`config.mk`:
```
export PLATFORM = sky130hd
export DESIGN_NAME = spi_rgb_rx
export DESIGN_NICKNAME = d
export VERILOG_FILES = /design/src/rtl/spi_rgb_rx.sv
export SDC_FILE = /design/constraint.sdc
export NUM_CORES = 1
export LEC_CHECK = 0
export CAP_MARGIN = 20
export CORE_MARGIN = 4
export CORE_UTILIZATION = 61
export DETAILED_ROUTE_END_ITERATION = 10
export PLACE_DENSITY_LB_ADDON = 0.05
export SLEW_MARGIN = 20
export SYNTH_ARGS = -nofsm -noshare
export SYNTH_HDL_FRONTEND = slang
export SYNTH_SLANG_ARGS = --single-unit
```
`constraint.sdc`:
```
create_clock -name clk -period 2 [get_ports clk]
set_input_delay 0.3 -clock clk [delete_from_list [all_inputs] [get_ports clk]]
set_output_delay 0.3 -clock clk [all_outputs]
set_load 0.005 [all_outputs]
```
`src/rtl/spi_rgb_rx.sv`:
```
// spi_rgb_rx: SPI mode-0 slave decoding 4-byte frames into RGB duties
// and a test-mode flag, with per-channel glitch-free PWM outputs.
//
// Ports:
//   clk, nrst          system clock, async active-low reset
//   spi_sck/cs_n/mosi  async SPI pins, oversampled in the clk domain
//   spi_miso           status byte {6'b0, test_mode, err} during byte 0
//   out_r/g/b          registered PWM bits for the LED driver
//   test_mode          registered test-mode flag
//   frame_ok/err       1-cycle pulses: frame committed / rejected

module spi_rgb_rx #(
  parameter int PWM_BITS    = 8,
  parameter int SYNC_STAGES = 2
) (
  input  logic clk,
  input  logic nrst,
  input  logic spi_sck,
  input  logic spi_cs_n,
  input  logic spi_mosi,
  output logic spi_miso,
  output logic out_r,
  output logic out_g,
  output logic out_b,
  output logic test_mode,
  output logic frame_ok,
  output logic frame_err
);

  localparam logic [7:0] CMD_SET  = 8'h01;
  localparam logic [7:0] CMD_TEST = 8'h02;

  typedef enum logic [2:0] {
    WAIT_IDLE,
    IDLE,
    RECV,
    COMMIT,
    ERROR
  } state_t;

  // ---------------------------------------------------------------
  // Pin synchronisers and edge strobes
  // ---------------------------------------------------------------
  logic [SYNC_STAGES-1:0] sck_sync_q;
  logic [SYNC_STAGES-1:0] cs_sync_q;
  logic [SYNC_STAGES-1:0] mosi_sync_q;
  logic                   sck_prev_q;
  logic                   cs_prev_q;

  logic sck_s, cs_s, mosi_s;
  logic sck_rise, sck_fall;
  logic cs_rise, cs_fall;

  // cs_n chain resets low so a frame in progress across reset
  // is never mistaken for a fresh cs_n falling edge.
  always_ff @(posedge clk or negedge nrst) begin
    if (!nrst) begin
      sck_sync_q  <= '0;
      cs_sync_q   <= '0;
      mosi_sync_q <= '0;
      sck_prev_q  <= 1'b0;
      cs_prev_q   <= 1'b0;
    end else begin
      sck_sync_q[0]  <= spi_sck;
      cs_sync_q[0]   <= spi_cs_n;
      mosi_sync_q[0] <= spi_mosi;
      for (int i = 1; i < SYNC_STAGES; i++) begin
        sck_sync_q[i]  <= sck_sync_q[i-1];
        cs_sync_q[i]   <= cs_sync_q[i-1];
        mosi_sync_q[i] <= mosi_sync_q[i-1];
      end
      sck_prev_q <= sck_s;
      cs_prev_q  <= cs_s;
    end
  end

  assign sck_s    = sck_sync_q[SYNC_STAGES-1];
  assign cs_s     = cs_sync_q[SYNC_STAGES-1];
  assign mosi_s   = mosi_sync_q[SYNC_STAGES-1];
  assign sck_rise = sck_s & ~sck_prev_q;
  assign sck_fall = ~sck_s & sck_prev_q;
  assign cs_rise  = cs_s & ~cs_prev_q;
  assign cs_fall  = ~cs_s & cs_prev_q;

  // ---------------------------------------------------------------
  // Frame FSM
  // ---------------------------------------------------------------
  state_t              state_q, state_d;
  logic [31:0]         shreg_q, shreg_d;
  logic [5:0]          bitcnt_q, bitcnt_d;
  logic [7:0]          stat_q, stat_d;
  logic [2:0]          txcnt_q, txcnt_d;
  logic [2:0]          txidx;
  logic                miso_q, miso_d;
  logic                err_q, err_d;
  logic                tm_q, tm_d;
  logic                ok_q, errp_q;
  logic [PWM_BITS-1:0] shr_q, shr_d;
  logic [PWM_BITS-1:0] shg_q, shg_d;
  logic [PWM_BITS-1:0] shb_q, shb_d;

  function automatic logic [PWM_BITS-1:0] to_duty(
    input logic [7:0] b
  );
    return PWM_BITS'(b) << (PWM_BITS - 8);
  endfunction

  function automatic logic cmd_valid(input logic [7:0] c);
    return (c == CMD_SET) || (c == CMD_TEST);
  endfunction

  assign txidx = txcnt_q - 3'd1;

  always_comb begin
    state_d  = state_q;
    shreg_d  = shreg_q;
    bitcnt_d = bitcnt_q;
    stat_d   = stat_q;
    txcnt_d  = txcnt_q;
    miso_d   = 1'b0;
    err_d    = err_q;
    tm_d     = tm_q;
    shr_d    = shr_q;
    shg_d    = shg_q;
    shb_d    = shb_q;

    unique case (state_q)
      WAIT_IDLE: begin
        if (cs_s) state_d = IDLE;
      end

      IDLE: begin
        if (cs_fall) begin
          state_d  = RECV;
          bitcnt_d = '0;
          stat_d   = {6'b0, tm_q, err_q};
          miso_d   = stat_d[7];
          txcnt_d  = 3'd7;
        end
      end

      RECV: begin
        miso_d = miso_q;
        if (sck_rise) begin
          shreg_d = {shreg_q[30:0], mosi_s};
          if (bitcnt_q != 6'd33)
            bitcnt_d = bitcnt_q + 6'd1;
        end
        // txcnt counts status bits still to send after bit 7
        if (sck_fall) begin
          if (txcnt_q != 3'd0) begin
            miso_d  = stat_q[txidx];
            txcnt_d = txidx;
          end else begin
            miso_d = 1'b0;
          end
        end
        // Evaluated on the post-shift values so a final sck
        // edge in the same cycle still counts.
        if (cs_rise) begin
          miso_d = 1'b0;
          if (bitcnt_d == 6'd32 && cmd_valid(shreg_d[31:24]))
            state_d = COMMIT;
          else
            state_d = ERROR;
        end
      end

      COMMIT: begin
        if (shreg_q[31:24] == CMD_SET) begin
          shr_d = to_duty(shreg_q[23:16]);
          shg_d = to_duty(shreg_q[15:8]);
          shb_d = to_duty(shreg_q[7:0]);
        end else begin
          tm_d = shreg_q[16];
        end
        err_d   = 1'b0;
        state_d = IDLE;
      end

      ERROR: begin
        err_d   = 1'b1;
        state_d = IDLE;
      end

      default: state_d = WAIT_IDLE;
    endcase
  end

  always_ff @(posedge clk or negedge nrst) begin
    if (!nrst) begin
      state_q  <= WAIT_IDLE;
      shreg_q  <= '0;
      bitcnt_q <= '0;
      stat_q   <= '0;
      txcnt_q  <= '0;
      miso_q   <= 1'b0;
      err_q    <= 1'b0;
      tm_q     <= 1'b0;
      ok_q     <= 1'b0;
      errp_q   <= 1'b0;
      shr_q    <= '0;
      shg_q    <= '0;
      shb_q    <= '0;
    end else begin
      state_q  <= state_d;
      shreg_q  <= shreg_d;
      bitcnt_q <= bitcnt_d;
      stat_q   <= stat_d;
      txcnt_q  <= txcnt_d;
      miso_q   <= miso_d;
      err_q    <= err_d;
      tm_q     <= tm_d;
      ok_q     <= (state_q == COMMIT);
      errp_q   <= (state_q == ERROR);
      shr_q    <= shr_d;
      shg_q    <= shg_d;
      shb_q    <= shb_d;
    end
  end

  // ---------------------------------------------------------------
  // PWM: duties reload from shadows only on the wrap cycle
  // ---------------------------------------------------------------
  logic [PWM_BITS-1:0] cnt_q;
  logic [PWM_BITS-1:0] dr_q, dg_q, db_q;
  logic                pr_q, pg_q, pb_q;

  always_ff @(posedge clk or negedge nrst) begin
    if (!nrst) begin
      cnt_q <= '0;
      dr_q  <= '0;
      dg_q  <= '0;
      db_q  <= '0;
      pr_q  <= 1'b0;
      pg_q  <= 1'b0;
      pb_q  <= 1'b0;
    end else begin
      cnt_q <= cnt_q + PWM_BITS'(1);
      if (&cnt_q) begin
        dr_q <= shr_q;
        dg_q <= shg_q;
        db_q <= shb_q;
      end
      pr_q <= (cnt_q < dr_q);
      pg_q <= (cnt_q < dg_q);
      pb_q <= (cnt_q < db_q);
    end
  end

  assign spi_miso  = miso_q;
  assign out_r     = pr_q;
  assign out_g     = pg_q;
  assign out_b     = pb_q;
  assign test_mode = tm_q;
  assign frame_ok  = ok_q;
  assign frame_err = errp_q;

endmodule
```
# After elaboration in Yosys (flattened, before gate mapping)
# Cells that the tools add are included.
# W data, S select, Z words.
[op_classes]
addsub = 3
mul = 0
div = 0
order_cmp = 4
eq_ne = 16
shift = 0
muxes = 23
bitwise = 9
reduce_logical = 15
[op_table]
columns = ["operator", "n"]
rows = [
  ["$mux W32", 2],
  ["$lt A8 B8 Y1", 3],
  ["$mux W6", 4],
  ["$mux W3", 7],
  ["$eq A8 B1 Y1 const B", 2],
  ["$ne A2 B2 Y1 const B", 6],
  ["$pmux W3 S4", 1],
  ["$pmux W6 S2", 1],
  ["$reduce_and A2 Y1", 5],
  ["$add A8 B1 Y8 const B", 1],
  ["$eq A8 B2 Y1 const B", 1],
  ["$reduce_and A8 Y1", 1],
  ["$add A6 B1 Y6 const B", 1],
  ["$eq A3 B2 Y1 const B", 2],
  ["$eq A6 B6 Y1 const B", 1],
  ["$ne A6 B6 Y1 const B", 1],
  ["$pmux W3 S2", 1],
  ["$mux W1", 5],
  ["$not A1 Y1", 5],
  ["$and A1 B1 Y1", 4],
  ["$lt A3 B4 Y1 const B", 1],
  ["$reduce_and A4 Y1", 1],
  ["$reduce_bool A2 Y1", 2],
  ["$bmux W1 S3", 1],
  ["other kinds (11)", 11],
]
[word_totals]
register_bits = 118
latch_bits = 0
mem_bits_rw = 0
mem_bits_ro = 0
output_inout_bits = 7
elab_cells = 96
n_memories = 0

# Depth between registers and ports, before layout
# Gate-level depths: netlist of the first run.
[depth]
ltp_word = 10
depth_mapped = 8
ltp_nobuf = 7

# Worst setup path after synthesis of the first run
# OpenSTA, ideal clock, no wires.
[synth_path]
path_kind = "reg-to-reg"
from = "register bitcnt_q[1]"
to = "register state_q[0]"
setup_ns = 0.077
t_arrival_ns = 1.736
path_slack_ns = 0.188
stages_incl_launch_ff = 8
path_buffers = 0
cell_sequence = "dfrtp_1 inv_1 ha_1 nor4b_4 a32o_1 a41oi_1 or4_1 o21ai_1"
[synth_via]
elab_chain_len = 9
word_cells_on_any_way = 10
cone_classes = "add/sub (1); eq/ne (2); mux (6); reduce/logical (1)"
[synth_rtl]
columns = ["item", "line", "source"]
rows = [
  ["from (decl)", "90", "logic [5:0] bitcnt_q, bitcnt_d;"],
  ["from (signal assigned)", "208", "bitcnt_q <= bitcnt_d;"],
  ["$add A6 B1 Y6 or $ne A6 B6 Y1 (tied branches)", "147, 146", ""],
  ["$mux W6", "146", "if (bitcnt_q != 6'd33)"],
  ["$mux W6 (*)", "144", "if (sck_rise) begin"],
  ["$mux W6 (*)", "127", "unique case (state_q)"],
  ["$eq A6 B6 Y1 (*)", "162", "if (bitcnt_d == 6'd32 && cmd_valid(shreg_d[31:24]))"],
  ["$logic_and A1 B1 Y1 (*)", "162", ""],
  ["$mux W3 (*)", "162", ""],
  ["$mux W3 (*)", "160", "if (cs_rise) begin"],
  ["$pmux W3 S4 (*)", "127", ""],
  ["to (signal assigned)", "206", "state_q <= state_d;"],
  ["to (decl)", "88", "state_t state_q, state_d;"],
]
# Mark *: on every way between the ends. The rest lies on a longest branch, timed or not. The select of a mux whose other input is x is not followed.
# A chain may end at the register's enable or synchronous reset.

# Worst setup path after layout of the first run
[layout_path]
from = "register shreg_q[27]"
to = "register shb_q[0]"
[layout_via]
elab_chain_len = 2
[layout_rtl]
columns = ["item", "line", "source"]
rows = [
  ["from (decl)", "89", "logic [31:0] shreg_q, shreg_d;"],
  ["from (signal assigned)", "207", "shreg_q <= shreg_d;"],
  ["$eq A8 B1 Y1", "170", "if (shreg_q[31:24] == CMD_SET) begin"],
  ["$reduce_and A2 Y1 (no source line)", "--", ""],
  ["to (signal assigned)", "204", "shb_q <= '0;"],
  ["to (signal assigned)", "218", "shb_q <= shb_d;"],
  ["to (decl)", "100", "logic [PWM_BITS-1:0] shb_q, shb_d;"],
]
# No other way between the ends.

==> metrics.md, run 1 <==
| Metric | Value |
|---|---|
| Status | `completed` |
| Total Neg Setup Slack | `0 ns` |
| Max Fclk | `554 MHz` |
| Overflow after GRT | `0` |
| Pre-CTS setup slack | `0.0520 ns` |
| Most frequent cells in the layout | `117 x dfrtp_1, 61 x mux2_2, 36 x nand2_1` |
| Maximum vdd drop | `712 uV` |
| Clock slew at reported path FFs | `0.06 ns` |
| RePlAce Congestion | `0.826` |
| Number of synthesized flops with an enable pin | `0` |
| Unrepaired setup endpoints after global routing | `false` |
| Post-synthesis cell count | `429` |
| Hold Path Depth | `1` |
| Detail Route Antenna Nets | `0` |
| Dpl hpwl | `6260 um` |
| CP Capture Type | `register` |
| Netlist cell types | `52` |
| Vias in the first global route | `3491` |
| Clock Skews | `0.00584 ns` |
| Initial antenna violation count | `0` |
| Row cnt | `33` |
| Layout area overhead | `19.0%` |
| WP data arrival | `2.19 ns` |
| Final setup fails | `0` |
| First-pass GRT wire length | `16700 um` |
| CTS Buf Count | `17` |
| Primary FF master, synth | `dfrtp_1` |
| Final min period | `1.80 ns` |
| Diodes inserted | `0` |
| Post-synthesis sequential area ratio | `56.3%` |
| Io pins | `12` |
| WP data required | `2.39 ns` |
| FILL cells | `536` |
| Mapped Avg Cell Area | `12.2 sq um` |
| Yosys warns | `0` |
| CTS Buffer Depth | `2` |
| Core Util, Final | `75.2%` |
| Slowest stage delay, CP | `0.41 ns` |
| Ys async rst share | `100%` |
| DRC Markers | `0` |
| Register Area | `0.00295 sq mm` |
| Layout cell share with drive strength beyond 1 | `25.4%` |
| Mapped Area | `0.00525 sq mm` |
| Max_cap viols | `0` |
| Worst-path fanout max | `24` |
| NumNets Final | `499` |
| Die Ht | `101 um` |
| Root buf cell | `clkbuf_8` |
| Die area | `0.0101 sq mm` |
| Max-slew violation count | `0` |
| Cells along the critical path | `nor3_1, nand2_1, nor4_4, buf_12, mux2_2` |
| Input/output buffers | `11` |
| First-pass DRT Iterations | `4` |
| Syn nets | `460` |
| Power Density | `905 mW/mm^2` |
| Setup ws final | `0.196 ns` |
| Leakage Power | `2.98 nW` |
| Initial DRC Count | `126` |
| Critical Path Stages | `5` |
| WS Path Type | `register to register` |
| Die width | `101 um` |
| Drt wl/cell | `16.4 um` |
| Type of the most critical hold path | `primary input to register` |
| Type of origin of the critical path | `register` |
| FF+latch count, synth | `118` |
| Total GRT Usage | `21.4%` |
| Period utilisation layout | `90.2%` |
| Core ar. | `0.00830 sq mm` |
| Placed Cells | `551` |
| Starting Density | `63.2%` |
| Slowest CP cell | `dfrtp_1` |
| Final hold viol count | `0` |
| Vias | `3289` |
| Largest net degree at the start of global routing | `37` |
| TritonCTS clock tree | `yes` |
| Vias per Instance | `5.61` |
| Crit path buf inv count | `1` |
| Worst skew pair latency | `0.50 ns` |
| Slew @ Worst Pin | `0.461 ns` |
| Final non-filler cell total | `586` |
| Max transition margin | `69.3%` |
| Clk sinks | `118` |
| Detailed Route WL | `9580 um` |
| R2R depth | `5` |
| Multi-input logic area | `0.00210 sq mm` |
| Delay-heaviest family, CP | `simple AND/OR/NAND/NOR gates` |
| Leading cell type in the layout, fill and taps excluded | `dfrtp_1` |
| H-tree levels | `4` |
-- synthesized netlist by cell type (2+ instances only) --
| cell | number | area [sq um] |
|---|---|---|
| a211oi_1 | 4 | 30.0 |
| a21o_1 | 4 | 30.0 |
| a21oi_1 | 14 | 70.1 |
| a311oi_1 | 2 | 17.5 |
| a31oi_1 | 2 | 12.5 |
| buf_1 | 2 | 7.51 |
| buf_2 | 4 | 20.0 |
| buf_4 | 2 | 15.0 |
| clkbuf_1 | 5 | 18.8 |
| dfrtp_1 | 118 | 2950 |
| ha_1 | 26 | 325 |
| inv_1 | 33 | 124 |
| mux2_1 | 2 | 22.5 |
| mux2_2 | 61 | 687 |
| mux2i_1 | 2 | 20.0 |
| nand2_1 | 36 | 135 |
| nand2b_1 | 7 | 43.8 |
| nand3_1 | 7 | 35.0 |
| nand3b_1 | 2 | 15.0 |
| nand4_1 | 2 | 12.5 |
| nor2_1 | 10 | 37.5 |
| nor2b_1 | 2 | 12.5 |
| nor3_1 | 7 | 35.0 |
| nor3b_1 | 2 | 15.0 |
| nor4b_4 | 2 | 47.6 |
| o211ai_1 | 3 | 22.5 |
| o21ai_0 | 34 | 170 |
| o31a_1 | 2 | 17.5 |
| or4_1 | 2 | 15.0 |
| xnor2_1 | 5 | 43.8 |
| xor2_1 | 4 | 35.0 |
-- routing by layer --
metal / vias to the layer above / routed length (um) / track usage (%)
met5: - / 0 / 0
met4: 0 / 126 / 7.36
met3: 11 / 366 / 5.67
met2: 64 / 4650 / 33.7
met1: 1625 / 4450 / 28.9
li1: 1589 / - / -
-- flip-flops by register name (all words and copies together) (netlist names), 3 cells and up --
register,count
dg_q,8
shr_q,8
bitcnt_q,6
dr_q,8
shg_q,8
shreg_q,32
cnt_q,8
shb_q,8
state_q,3
txcnt_q,3
db_q,8
-- cell families after synthesis --
kind of cell	count (synthesis)	share of synthesized area, %
flops	118	56.3
mux	65	13.9
buf+inv	47	3.75
simple gates	91	10.0
xor+xnor	9	1.50
compound gates	73	8.30
fa+ha+maj	26	6.20
-- path summary, 6_finish.rpt --
path | slack, ns | end | startpoint
max | 0.20 | shb_q[0] | shreg_q[27]
max in group asynchronous | 1.09 | db_q[5] | nrst
min in group asynchronous | 0.29 | cs_sync_q[1] | nrst
min | 0.23 | sck_sync_q[0] | spi_sck
max reg2reg | 0.20 | shb_q[0] | shreg_q[27]
min reg2reg | 0.36 | mosi_sync_q[1] | mosi_sync_q[0]
-- metrics by stage --
stage | hold slack, ns | area (sq um) | power (W)
3_3_place_gp | 0.279 | 5620 | 0.00269
5_1_grt | 0.229 | 6240 | 0.00581
6_report | 0.231 | 6240 | 0.00564
3_5_place_dp | 0.287 | 5620 | 0.00269
4_1_cts | 0.209 | 6220 | 0.00569
2_1_floorplan | 0.00441 | 5250 | 0.00259
-- final cells by class --
class	instances	area share, %
Clock inverter	11	2.41
Clock buffer	21	7.04
Tap cell	105	2.11
Timing Repair Buffer	34	5.53
Sequential cell	118	47.3
Inverter	33	1.99
Multi-Input combinational cell	264	33.6
-- where the power goes --
part           switching [W]  total (W)  internal (W)
Clock                0.00105    0.00299       0.00193
Sequential         0.0000318    0.00246       0.00243
Combinational       0.000111   0.000201     0.0000897
-- timing repair --
action | CTS | global route
endpoints found under the setup margin | 0 | 3
hold buffers | 1 | 0
hold endpoints to repair | 30 | 0
setup buffers | 0 | 2
gates resized for setup | 0 | 1
(Power assumes the default switching activity.)
==> run 2: changes to the inputs <==
- SETUP_SLACK_MARGIN: unset -> 0.3
==> run 2 against run 1 <==
Compared with the run above:
- global-route usage grew 1.5 points
- via count grew 3.6%
- sequential share of layout area shrank 2.3 points
- core utilization grew 3.9 points
- largest power group unchanged
- highest routed layer unchanged
==> metrics.md, run 2 (same netlist as run 1, synthesis figures left out) <==
| Metric | Value |
|---|---|
| Leakage Power | `3.12 nW (was 2.98 nW)` |
| Vias | `3406 (was 3289)` |
| Die Ht | `101 um (unchanged)` |
| Diodes inserted | `0 (unchanged)` |
| Type of the most critical hold path | `primary input to register (unchanged)` |
| Cells along the critical path | `nand3b_1, nor4_4, buf_4, clkbuf_16, mux2_4 (was nor3_1, nand2_1, nor4_4, buf_12, mux2_2)` |
| Layout cell share with drive strength beyond 1 | `31.4% (was 25.4%)` |
| Core ar. | `0.00830 sq mm (unchanged)` |
| Final Power | `0.00582 W (was 0.00564 W)` |
| WP data required | `2.38 ns (was 2.39 ns)` |
| Detail Route Antenna Nets | `0 (unchanged)` |
| Max Fclk | `549 MHz (was 554 MHz)` |
| Io pins | `12 (unchanged)` |
| Largest net degree at the start of global routing | `48 (was 37)` |
| Dpl hpwl | `6450 um (was 6260 um)` |
| Slew @ Worst Pin | `0.625 ns (was 0.461 ns)` |
| Max-slew violation count | `0 (unchanged)` |
| Initial DRC Count | `199 (was 126)` |
| Placed cell area | `0.00571 sq mm (was 0.00562 sq mm)` |
| Final hold viol count | `0 (unchanged)` |
| Starting Density | `63.2% (unchanged)` |
| Reg with most FFs | `shreg_q (unchanged)` |
| Layout area overhead | `25.2% (was 19.0%)` |
| Total Neg Setup Slack | `0 ns (unchanged)` |
| WP data arrival | `2.20 ns (was 2.19 ns)` |
| Detailed Route WL | `10800 um (was 9580 um)` |
| Type of origin of the critical path | `register (unchanged)` |
| Unrepaired setup endpoints after global routing | `true (was false)` |
| First-pass DRT Iterations | `4 (unchanged)` |
| Clk sinks | `118 (unchanged)` |
| Worst skew pair latency | `0.50 ns (about the same)` |
| CTS Buffer Depth | `2 (unchanged)` |
| Final setup fails | `0 (unchanged)` |
| DRC Markers | `0 (unchanged)` |
| Status | `completed (unchanged)` |
| First-pass GRT wire length | `17800 um (was 16700 um)` |
| TritonCTS clock tree | `yes (unchanged)` |
| Drt wl/cell | `18.1 um (was 16.4 um)` |
| Max FFs per register | `32 (unchanged)` |
| Max transition margin | `58.3% (was 69.3%)` |
| RePlAce Congestion | `0.847 (was 0.826)` |
| Die width | `101 um (unchanged)` |
| Slowest CP cell | `dfrtp_2 (was dfrtp_1)` |
| Worst-path fanout max | `8 (was 24)` |
| Delay-heaviest family, CP | `simple AND/OR/NAND/NOR gates (unchanged)` |
| Met3 WL | `450 um (was 366 um)` |
| Row cnt | `33 (unchanged)` |
| Crit path buf inv count | `2 (was 1)` |
| NumNets Final | `512 (was 499)` |
| Clock Skews | `0.0111 ns (was 0.00584 ns)` |
| Maximum vdd drop | `665 uV (was 712 uV)` |
| H-tree levels | `4 (unchanged)` |
| CTS Buf Count | `17 (unchanged)` |
| Slowest stage delay, CP | `0.47 ns (was 0.41 ns)` |
| Final min period | `1.82 ns (was 1.80 ns)` |
| Most frequent cells in the layout | `116 x dfrtp_1, 37 x mux2_2, 35 x nand2_1 (was 117 x dfrtp_1, 61 x mux2_2, 36 x nand2_1)` |
| CP Capture Type | `register (unchanged)` |
| Die area | `0.0101 sq mm (unchanged)` |
| Power Density | `886 mW/mm^2 (was 905 mW/mm^2)` |
| Overflow after GRT | `0 (unchanged)` |
| Total GRT Usage | `22.9% (was 21.4%)` |
| Initial antenna violation count | `0 (unchanged)` |
| Core Util, Final | `79.1% (was 75.2%)` |
| Post-Route M1 WL | `4890 um (was 4450 um)` |
| Root buf cell | `clkbuf_8 (unchanged)` |
| Leading cell type in the layout, fill and taps excluded | `dfrtp_1 (unchanged)` |
| Input/output buffers | `11 (unchanged)` |
| Hold_ws | `0.240 ns (was 0.231 ns)` |
| Met2 WL | `5390 um (was 4650 um)` |
| Max_cap viols | `0 (unchanged)` |
| Top Metal Used | `met4 (unchanged)` |
| Vias in the first global route | `3576 (was 3491)` |
| Post-Layout Inst Area | `0.00657 sq mm (was 0.00624 sq mm)` |
| Period utilisation layout | `91.0% (was 90.2%)` |
| WS Path Type | `register to register (unchanged)` |
| Vias per Instance | `5.70 (was 5.61)` |
| Clock slew at reported path FFs | `0.06 ns (about the same)` |
[run 2: cell count changes in the layout (fill, tap and decap cells not counted), sizes merged]
cell | before | now
clkdlybuf4s50 | 10 | 8
dlymetal6s2s | 0 | 2
clkinv | 5 | 2
bufinv | 3 | 4
clkinvlp | 2 | 5
buf | 23 | 34
[run 2: where the power goes]
group / internal (W) / total [W] / switching, W
registers: 0.00243 / 0.00246 / 0.0000311
logic: 0.000107 / 0.000234 / 0.000126
clock network: 0.00208 / 0.00313 / 0.00105
total: 0.00461 / 0.00582 / 0.00121
[run 2: path summary, 6_finish.rpt]
path	startpoint	to	slack, ns	cells past startpoint
setup reg to reg	state_q[2]	shb_q[5]	0.18	5
max in group asynchronous	nrst	bitcnt_q[2]	0.96	3
min in group asynchronous	nrst	cnt_q[0]	0.36	2
hold reg to reg	cs_sync_q[0]	cs_sync_q[1]	0.34	0
setup / recovery	state_q[2]	shb_q[5]	0.18	5
hold / removal	spi_mosi	mosi_sync_q[0]	0.24	1
[run 2: final cells by class]
type                       instances  area [sq um]
sequential                       118          2960
clock buffer                      19           442
tap                              105           131
clock inverter                    12           176
fill                             480          1730
multi-input combinational        264          2250
timing repair buffer              47           485
inverter                          33           124
[run 2: metal layers]
layer / vias to the layer above / global-route usage [%]
met1: 1718 / 30.8
met2: 67 / 37.0
met4: 0 / 6.84
met3: 10 / 5.95
li1: 1611 / -
met5: - / 0
[run 2: per-stage QoR]
stage          instances  setup WS, ns
3_5_place_dp         554        0.0736
3_3_place_gp         554         0.187
6_report             598         0.179
4_1_cts              592         0.204
5_1_grt              598         0.123
2_1_floorplan        429         0.212
[run 2: repair_timing]
action,CTS,global route
pin swaps,4,4
cloned,1,2
hold buffers,1,0
endpoints found under the setup margin,29,50
setup buffers,5,4
hold endpoints to repair,43,0
resized for setup,6,24
